<file path="config.mk">
export PLATFORM = sky130hd
export DESIGN_NAME = mem_port_arbiter
export DESIGN_NICKNAME = d
export VERILOG_FILES = /design/src/rtl/mem_port_arbiter.sv
export SDC_FILE = /design/constraint.sdc
export NUM_CORES = 1
export LEC_CHECK = 0
export ABC_AREA = 1
export CAP_MARGIN = 20
export CORE_UTILIZATION = 60
export DETAILED_ROUTE_END_ITERATION = 6
export DONT_BUFFER_PORTS = 1
export PLACE_DENSITY = 0.79
export SETUP_SLACK_MARGIN = 0.2
export SYNTH_ARGS = -nofsm -noshare
export SYNTH_HDL_FRONTEND = slang
export SYNTH_SLANG_ARGS = --single-unit
</file>
<file path="constraint.sdc">
create_clock -name clk -period 3.8 [get_ports clk]
set_input_delay 0.19 -clock clk [delete_from_list [all_inputs] [get_ports clk]]
set_output_delay 0.19 -clock clk [all_outputs]
set_load 0.02 [all_outputs]
</file>
<file path="src/rtl/mem_port_arbiter.sv">
// mem_port_arbiter: shares one single-port memory between requesters A and B, one access at a time
// Ports: clk, reset_n (async, active-low)
//        a_req/a_we/a_addr/a_wdata in, a_ack (1-cycle pulse)/a_rdata out -- requester A
//        b_req/b_we/b_addr/b_wdata in, b_ack (1-cycle pulse)/b_rdata out -- requester B
//        mem_address/mem_read_enable/mem_write_enable/mem_data_in out, mem_data_out in -- memory side
//        busy = access in flight, owner = port of current/last grant (0 = A, 1 = B)
module mem_port_arbiter #(
    parameter int ADDR_W         = 10,
    parameter int DATA_W         = 16,
    parameter int FIXED_PRIORITY = 0
) (
    input  logic              clk,
    input  logic              reset_n,
    input  logic              a_req,
    input  logic              a_we,
    input  logic [ADDR_W-1:0] a_addr,
    input  logic [DATA_W-1:0] a_wdata,
    output logic              a_ack,
    output logic [DATA_W-1:0] a_rdata,
    input  logic              b_req,
    input  logic              b_we,
    input  logic [ADDR_W-1:0] b_addr,
    input  logic [DATA_W-1:0] b_wdata,
    output logic              b_ack,
    output logic [DATA_W-1:0] b_rdata,
    output logic [ADDR_W-1:0] mem_address,
    output logic              mem_read_enable,
    output logic              mem_write_enable,
    output logic [DATA_W-1:0] mem_data_in,
    input  logic [DATA_W-1:0] mem_data_out,
    output logic              busy,
    output logic              owner
);
    typedef enum logic [1:0] {IDLE, ACCESS, CAPTURE, DONE} state_t;
    state_t            state, state_n;
    logic              last_b, last_b_n;
    logic              op_we, op_we_n;
    logic              owner_n, busy_n, a_ack_n, b_ack_n, read_en_n, write_en_n;
    logic [ADDR_W-1:0] address_n;
    logic [DATA_W-1:0] data_in_n, a_rdata_n, b_rdata_n;
    logic              win, sel_we;
    // On a tie the port not granted last wins (A always, when fixed); a lone requester always wins.
    assign win    = (a_req && b_req) ? (FIXED_PRIORITY == 0) && !last_b : b_req;
    assign sel_we = win ? b_we : a_we;
    always_comb begin
        state_n    = state;
        last_b_n   = last_b;
        op_we_n    = op_we;
        owner_n    = owner;
        address_n  = mem_address;
        data_in_n  = mem_data_in;
        read_en_n  = 1'b0;
        write_en_n = 1'b0;
        a_ack_n    = 1'b0;
        b_ack_n    = 1'b0;
        a_rdata_n  = a_rdata;
        b_rdata_n  = b_rdata;
        case (state)
            IDLE: if (a_req || b_req) begin
                state_n    = ACCESS;
                owner_n    = win;
                last_b_n   = win;
                op_we_n    = sel_we;
                address_n  = win ? b_addr : a_addr;
                data_in_n  = win ? b_wdata : a_wdata;
                read_en_n  = !sel_we;
                write_en_n = sel_we;
            end
            ACCESS: state_n = CAPTURE;
            CAPTURE: begin
                state_n   = DONE;
                a_rdata_n = (!op_we && !owner) ? mem_data_out : a_rdata;
                b_rdata_n = (!op_we && owner) ? mem_data_out : b_rdata;
                a_ack_n   = !owner;
                b_ack_n   = owner;
            end
            DONE: state_n = IDLE;
        endcase
        busy_n = state_n != IDLE;
    end
    always_ff @(posedge clk or negedge reset_n) begin
        if (!reset_n) begin
            state            <= IDLE;
            last_b           <= 1'b1;
            op_we            <= 1'b0;
            owner            <= 1'b0;
            busy             <= 1'b0;
            mem_address      <= '0;
            mem_data_in      <= '0;
            mem_read_enable  <= 1'b0;
            mem_write_enable <= 1'b0;
            a_ack            <= 1'b0;
            b_ack            <= 1'b0;
            a_rdata          <= '0;
            b_rdata          <= '0;
        end else begin
            state            <= state_n;
            last_b           <= last_b_n;
            op_we            <= op_we_n;
            owner            <= owner_n;
            busy             <= busy_n;
            mem_address      <= address_n;
            mem_data_in      <= data_in_n;
            mem_read_enable  <= read_en_n;
            mem_write_enable <= write_en_n;
            a_ack            <= a_ack_n;
            b_ack            <= b_ack_n;
            a_rdata          <= a_rdata_n;
            b_rdata          <= b_rdata_n;
        end
    end
endmodule

</file>
==> results.sh, run 1 <==
export IMPL_outcome="complete, no violations"
export IMPL_start_util_pct=63.87
export IMPL_top_layer_used="met4"
export IMPL_cp_max_fo=29
export IMPL_fmax_mhz=452.2
export IMPL_post_cts_setup_buffer_count=0
export IMPL_first_iter_violations=178
export IMPL_avgSynthCellArea_um2=8.064
export IMPL_grt_max_degree=69
export IMPL_cp_end_kind="register"
export IMPL_nNetsFinal=458
export IMPL_grt_total_usage_pct=24.21
export IMPL_path_class="register to register"
export IMPL_drive_above_1_share_pct=6.736
export IMPL_cts_sinks=68
export IMPL_antenna_found_initial=0
export IMPL_syn_nets=460
export IMPL_rows=25
export IMPL_crit_arrival_ns=2.43
export IMPL_multiInputGateArea_um2=987.2
export IMPL_fin_crit_sh_pct=58.19
export IMPL_globalRouteOverflowTotal=0
export IMPL_fp_dieW_um=73.84
export IMPL_slew_violations=0
export IMPL_die_area_mm2=0.005452
export IMPL_ios=138
export IMPL_utilization_pct=69.52
export IMPL_worstMarginPinSlew_ns=0.9308
export IMPL_wl_met1_mm=2.684
export IMPL_finalPower_mw=3.116
export IMPL_period_minus_slack_ns=2.211
export IMPL_reg2reg_slack_ns=1.59
export IMPL_ys_seq_area_share_pct=54.99
export IMPL_power_density_mw_per_mm2=924.3
export IMPL_required_ns=4.02
export IMPL_routedWlPerCell_um=14.08
export IMPL_clock_skew_ns=0.004708
export IMPL_numCtsBuffers=9
export IMPL_synth_warnings=0
export IMPL_num_vias=2375
export IMPL_dr_wl_met3_um=576
export IMPL_seq_area_mm2=0.001703
export IMPL_ctsLongestPathBuffers=2
export IMPL_hold_violations=0
export IMPL_clk_latency_ns=0.33
export IMPL_drc=0
export IMPL_synthCells=384
export IMPL_fill_cells=393
export IMPL_preCtsSetupSlack_ns=1.559
export IMPL_irDropWorstVdd_mv=0.4499
export IMPL_maxCapViolCount=0
export IMPL_totalWireLength_mm=6.378
export IMPL_n_antenna_cell=0
export IMPL_wl_met2_mm=2.988
export IMPL_die_h_um=73.84
export IMPL_cts_tree="yes"
export IMPL_vias_per_cell=5.243
export IMPL_finalWeightedCongestion=0.7674
export IMPL_cts_resized=0
export IMPL_grt_pass1_wl_mm=9.729
export IMPL_ys_ff_latch=68
export IMPL_cts_max_level=3
export IMPL_first_pass_iters=4
export IMPL_core_mm2=0.004848
export IMPL_clkTransAtPathRegs_ns=0.07
export IMPL_hold_buffers=6
export IMPL_dp_hpwl_mm=4.102
export IMPL_rsz0062_at_grt="false"
export IMPL_postRouteAntennaNets=0
export IMPL_grt_pass1_vias=2129
export IMPL_clock_root_buffer="clkbuf_8"
export IMPL_fin_ws_ns=1.589
export IMPL_max_slew_margin_rel_pct=37.79
export IMPL_yosysUniqueCellTypes=19
export IMPL_syn2layout_area_growth_pct=8.848
export IMPL_holdCritPathClass="input pin to register"
export IMPL_synth_area_mm2=0.003097
export IMPL_setup_tns_ns=0
export IMPL_startpoint_type="register"
export IMPL_io_buffer_count=0
export IMPL_setup_viol=0
export IMPL_power_leakage_nw=1.933
final cells by class:
cell class                 instances  share of cell area (%)
sequential                        68                   50.52
multi-input combinational        219                   29.29
inverter                          78                   8.760
clock buffer                      11                   4.491
tap                               67                   2.487
timing repair buffer               6                   2.301
clock inverter                     4                   2.153
through the flow:
| stage | cell area, um^2 | cells | hold WS, ns |
|---|---|---|---|
| 6_report | 3371 | 453 | 0.01902 |
| 5_1_grt | 3371 | 453 | 0.01362 |
| 4_1_cts | 3371 | 453 | 0.006288 |
| 3_5_place_dp | 3069 | 432 | -0.1044 |
| 3_3_place_gp | 3069 | 432 | -0.1045 |
| 2_1_floorplan | 3097 | 384 | -0.1056 |
state kept, by name, summed over array words and instances, names as in the netlist, 2 cells and up:
name and count:
a_rdata 16, mem_data_in 16, mem_address 10, b_rdata 16, state 2
metal layers:
metal | vias up | track usage [%]
li1 | 1156 | -
met1 | 1086 | 31.08
met2 | 119 | 36.80
met3 | 14 | 8.093
met4 | 0 | 11.97
met5 | - | 0
Yosys cell counts (all sizes together):
cell type / number / share of area [%]
buf: 17 / 3.3
nand2: 124 / 15
ha: 2 / 0.81
dfstp: 1 / 0.85
nand3: 55 / 8.9
inv: 78 / 9.5
nand3b: 1 / 0.24
clkbuf: 2 / 0.28
o21ai: 33 / 5.3
dfrtp: 67 / 54
nor2: 3 / 1.1
a21oi: 1 / 0.28
path summary, 6_finish.rpt:
kind	cells after the start	startpoint	end
setup / recovery	5	last_b	op_we
hold / removal	2	mem_data_out[10]	a_rdata[10]
setup reg to reg	5	last_b	op_we
hold reg to reg	2	last_b	last_b
max in group asynchronous	2	reset_n	last_b
min in group asynchronous	2	reset_n	b_rdata[3]
cells by family after synthesis:
family,synth area share [%]
adder cells (fa/ha/maj),0.8080
flip-flops,54.99
buffers and inverters,13.13
AND/OR/NAND/NOR,25.45
AO/OA/AOI/OAI,5.616
critical path, stage by stage (launching register included):
cell and delay (ns):
dfstp_2 0.53, nand2_1 0.54, nand2_2 0.67, nand2_1 0.16, nand3_1 0.13, nand2_1 0.06
power breakdown:
group	switching (mW)	total [mW]	internal, mW
Sequential	0.657	1.74	1.09
Clock	0.259	0.660	0.401
Combinational	0.461	0.713	0.251
Total	1.38	3.12	1.74
cells in the final DEF (no fill, tap or decap), drive strengths merged:
| master | netlist | routed |
|---|---|---|
| buf | 17 | 1 |
| nand3b | 1 | 1 |
| a21oi | 1 | 1 |
| nor2 | 3 | 3 |
| nand2 | 124 | 124 |
| clkinv | 0 | 1 |
| ha | 2 | 2 |
| clkbuf | 2 | 11 |
| dlygate4sd3 | 0 | 5 |
| o21ai | 33 | 33 |
| dfrtp | 67 | 67 |
| clkinvlp | 0 | 1 |
| bufinv | 0 | 2 |
| dfstp | 1 | 1 |
| inv | 78 | 78 |
| nand3 | 55 | 55 |
Power figures use the tool's default switching activity.
==> run 2, diff against run 1 <==
Settings changed: CORE_UTILIZATION 60 to 56, PLACE_DENSITY 0.79 to 0.77.
Clock period 3.8 ns to 1.9 ns, I/O delays scaled along.
==> run 2 against run 1 <==
Clock skew is 0.00064 ns higher. Register-to-register slack worse by 1.2 ns. Sequential power is 100% higher. Total power is 100% higher. Count of clock-buffer cells in the layout is 1 lower. Critical path depth is 1 lower. Wire length is 20% higher. Non-clock buffer count is 53 higher. Flip-flop and latch count stayed put. Largest cell class unchanged.
==> results.sh, run 2 (synthesized netlist as in run 1, its figures left out) <==
export IMPL_outcome="complete, no violations"
export IMPL_required_ns=2.12
export IMPL_path_class="input pin to register"
export IMPL_startpoint_type="input pin"
export IMPL_worstMarginPinSlew_ns=1.033
export IMPL_grt_pass1_wl_mm=12.30
export IMPL_globalRouteOverflowTotal=0
export IMPL_setup_viol=0
export IMPL_finalWeightedCongestion=0.8217
export IMPL_crit_arrival_ns=1.82
export IMPL_fill_cells=363
export IMPL_seq_area_mm2=0.001703
export IMPL_clock_root_buffer="clkbuf_8"
export IMPL_fmax_mhz=625.3
export IMPL_multiInputGateArea_um2=997.2
export IMPL_vias_per_cell=5.160
export IMPL_fin_hold_ws_ns=0.01314
export IMPL_cts_max_level=3
export IMPL_drive_above_1_share_pct=6.364
export IMPL_p_sw_mw=2.883
export IMPL_fin_crit_sh_pct=84.17
export IMPL_clock_skew_ns=0.005344
export IMPL_numCtsBuffers=9
export IMPL_drc=0
export IMPL_rsz0062_at_grt="false"
export IMPL_power_internal_mw=3.501
export IMPL_grt_max_degree=69
export IMPL_first_pass_iters=4
export IMPL_cts_sinks=68
export IMPL_grt_total_usage_pct=27.26
export IMPL_irDropWorstVdd_mv=1.097
export IMPL_start_util_pct=59.50
export IMPL_die_h_um=76.37
export IMPL_routedWlPerCell_um=14.94
export IMPL_clk_latency_ns=0.33
export IMPL_num_vias=2637
export IMPL_reg_top3="a_rdata (16), b_rdata (16), mem_data_in (16)"
export IMPL_period_minus_slack_ns=1.599
export IMPL_post_cts_setup_buffer_count=0
export IMPL_postRouteAntennaNets=0
export IMPL_rr_worst_depth=7
export IMPL_syn2layout_area_growth_pct=26.10
export IMPL_clkTransAtPathRegs_ns=0.08
export IMPL_final_cell_mix="nand2_1 (121), inv_1 (76), dfrtp_1 (67)"
export IMPL_first_iter_violations=141
export IMPL_min_delay_path_depth=4
export IMPL_ctsLongestPathBuffers=2
export IMPL_power_density_mw_per_mm2=1635
export IMPL_holdCritPathClass="input pin to register"
export IMPL_cts_tree="yes"
export IMPL_layout_commonest_cell="nand2_1"
export IMPL_nNetsFinal=511
export IMPL_ios=138
export IMPL_setup_tns_ns=0
export IMPL_fp_dieW_um=76.37
export IMPL_core_mm2=0.005205
export IMPL_antenna_found_initial=1
export IMPL_slew_violations=0
export IMPL_p_comb_share_pct=24.7
export IMPL_dp_hpwl_mm=4.297
export IMPL_hold_violations=0
export IMPL_max_slew_margin_rel_pct=30.87
export IMPL_grt_pass1_vias=2664
export IMPL_swShare_pct=45.17
export IMPL_maxCapViolCount=0
export IMPL_power_leakage_nw=2.159
export IMPL_totalWireLength_mm=7.632
export IMPL_seqPwrFrac_pct=55.1
export IMPL_die_area_mm2=0.005832
export IMPL_cp_end_kind="register"
export IMPL_clkPwrFrac_pct=20.3
export IMPL_rows=26
export IMPL_cp_max_fo=28
export IMPL_io_buffer_count=0
run 2: cell types whose count changed in the layout (fill, tap and decap cells not counted), sizes merged:
cell	before	now
dlygate4sd3	5	56
buf	1	3
clkbuf	11	10
clkinv	1	2
clkinvlp	1	2
diode	0	1
run 2: power groups by stage:
stage	clock, mW	combinational [mW]	sequential [mW]
CTS	1.31	1.54	3.51
detailed placement	0	1.41	3.53
finish	1.29	1.57	3.52
global route	1.36	1.83	3.59
global placement	0	1.32	3.52
floorplan	0	1.23	3.36
run 2: worst paths after layout:
| kind | from | end | slack, ns |
|---|---|---|---|
| min in group asynchronous | reset_n | mem_address[8] | 0.32 |
| max in group asynchronous | reset_n | last_b | 1.28 |
| hold / removal | b_wdata[0] | mem_data_in[0] | 0.01 |
| setup / recovery | b_req | mem_address[4] | 0.30 |
| setup reg to reg | state[0] | mem_address[4] | 0.36 |
| hold reg to reg | last_b | last_b | 0.47 |
run 2: layer usage:
metal  global-route usage (%)  part of all wire, %  vias up
met3                    7.305                  5.8       24
met2                    46.31                   52      122
li1                         -                    -     1260
met4                    16.73                  3.5        0
met5                        0                    0        -
met1                    30.48                   39     1231
run 2: through the flow:
stage | utilization, % | power (mW) | setup slack (ns) | cell area [um^2] | instances
finish | 75.02 | 6.384 | 0.3007 | 3905 | 511
global route | 75.02 | 6.775 | 0.2335 | 3905 | 511
CTS | 74.78 | 6.354 | 0.3576 | 3892 | 510
detailed placement | 59.33 | 4.933 | 0.3942 | 3088 | 437
global placement | 59.33 | 4.835 | 0.4414 | 3088 | 437
floorplan | - | 4.592 | 0.6215 | 3097 | 384
run 2: cell type report:
type	count	share of cell area (%)
multi-input combinational	219	25.54
tap	70	2.243
timing repair buffer	59	15.44
antenna	1	0.06408
sequential	68	43.61
clock buffer	10	3.268
clock inverter	6	2.275
inverter	78	7.562
run 2: worst max-delay path, stage by stage:
cell           delay (ns)
dlygate4sd3_1        1.22
nand3_1              0.26
nand3_1              0.18
nand2_1              0.05
run 2: timing repair:
action / in CTS / in global routing
resized for setup: 0 / 2
setup endpoints to repair: 0 / 11
hold buffers: 57 / 0
hold endpoints to repair: 129 / 0
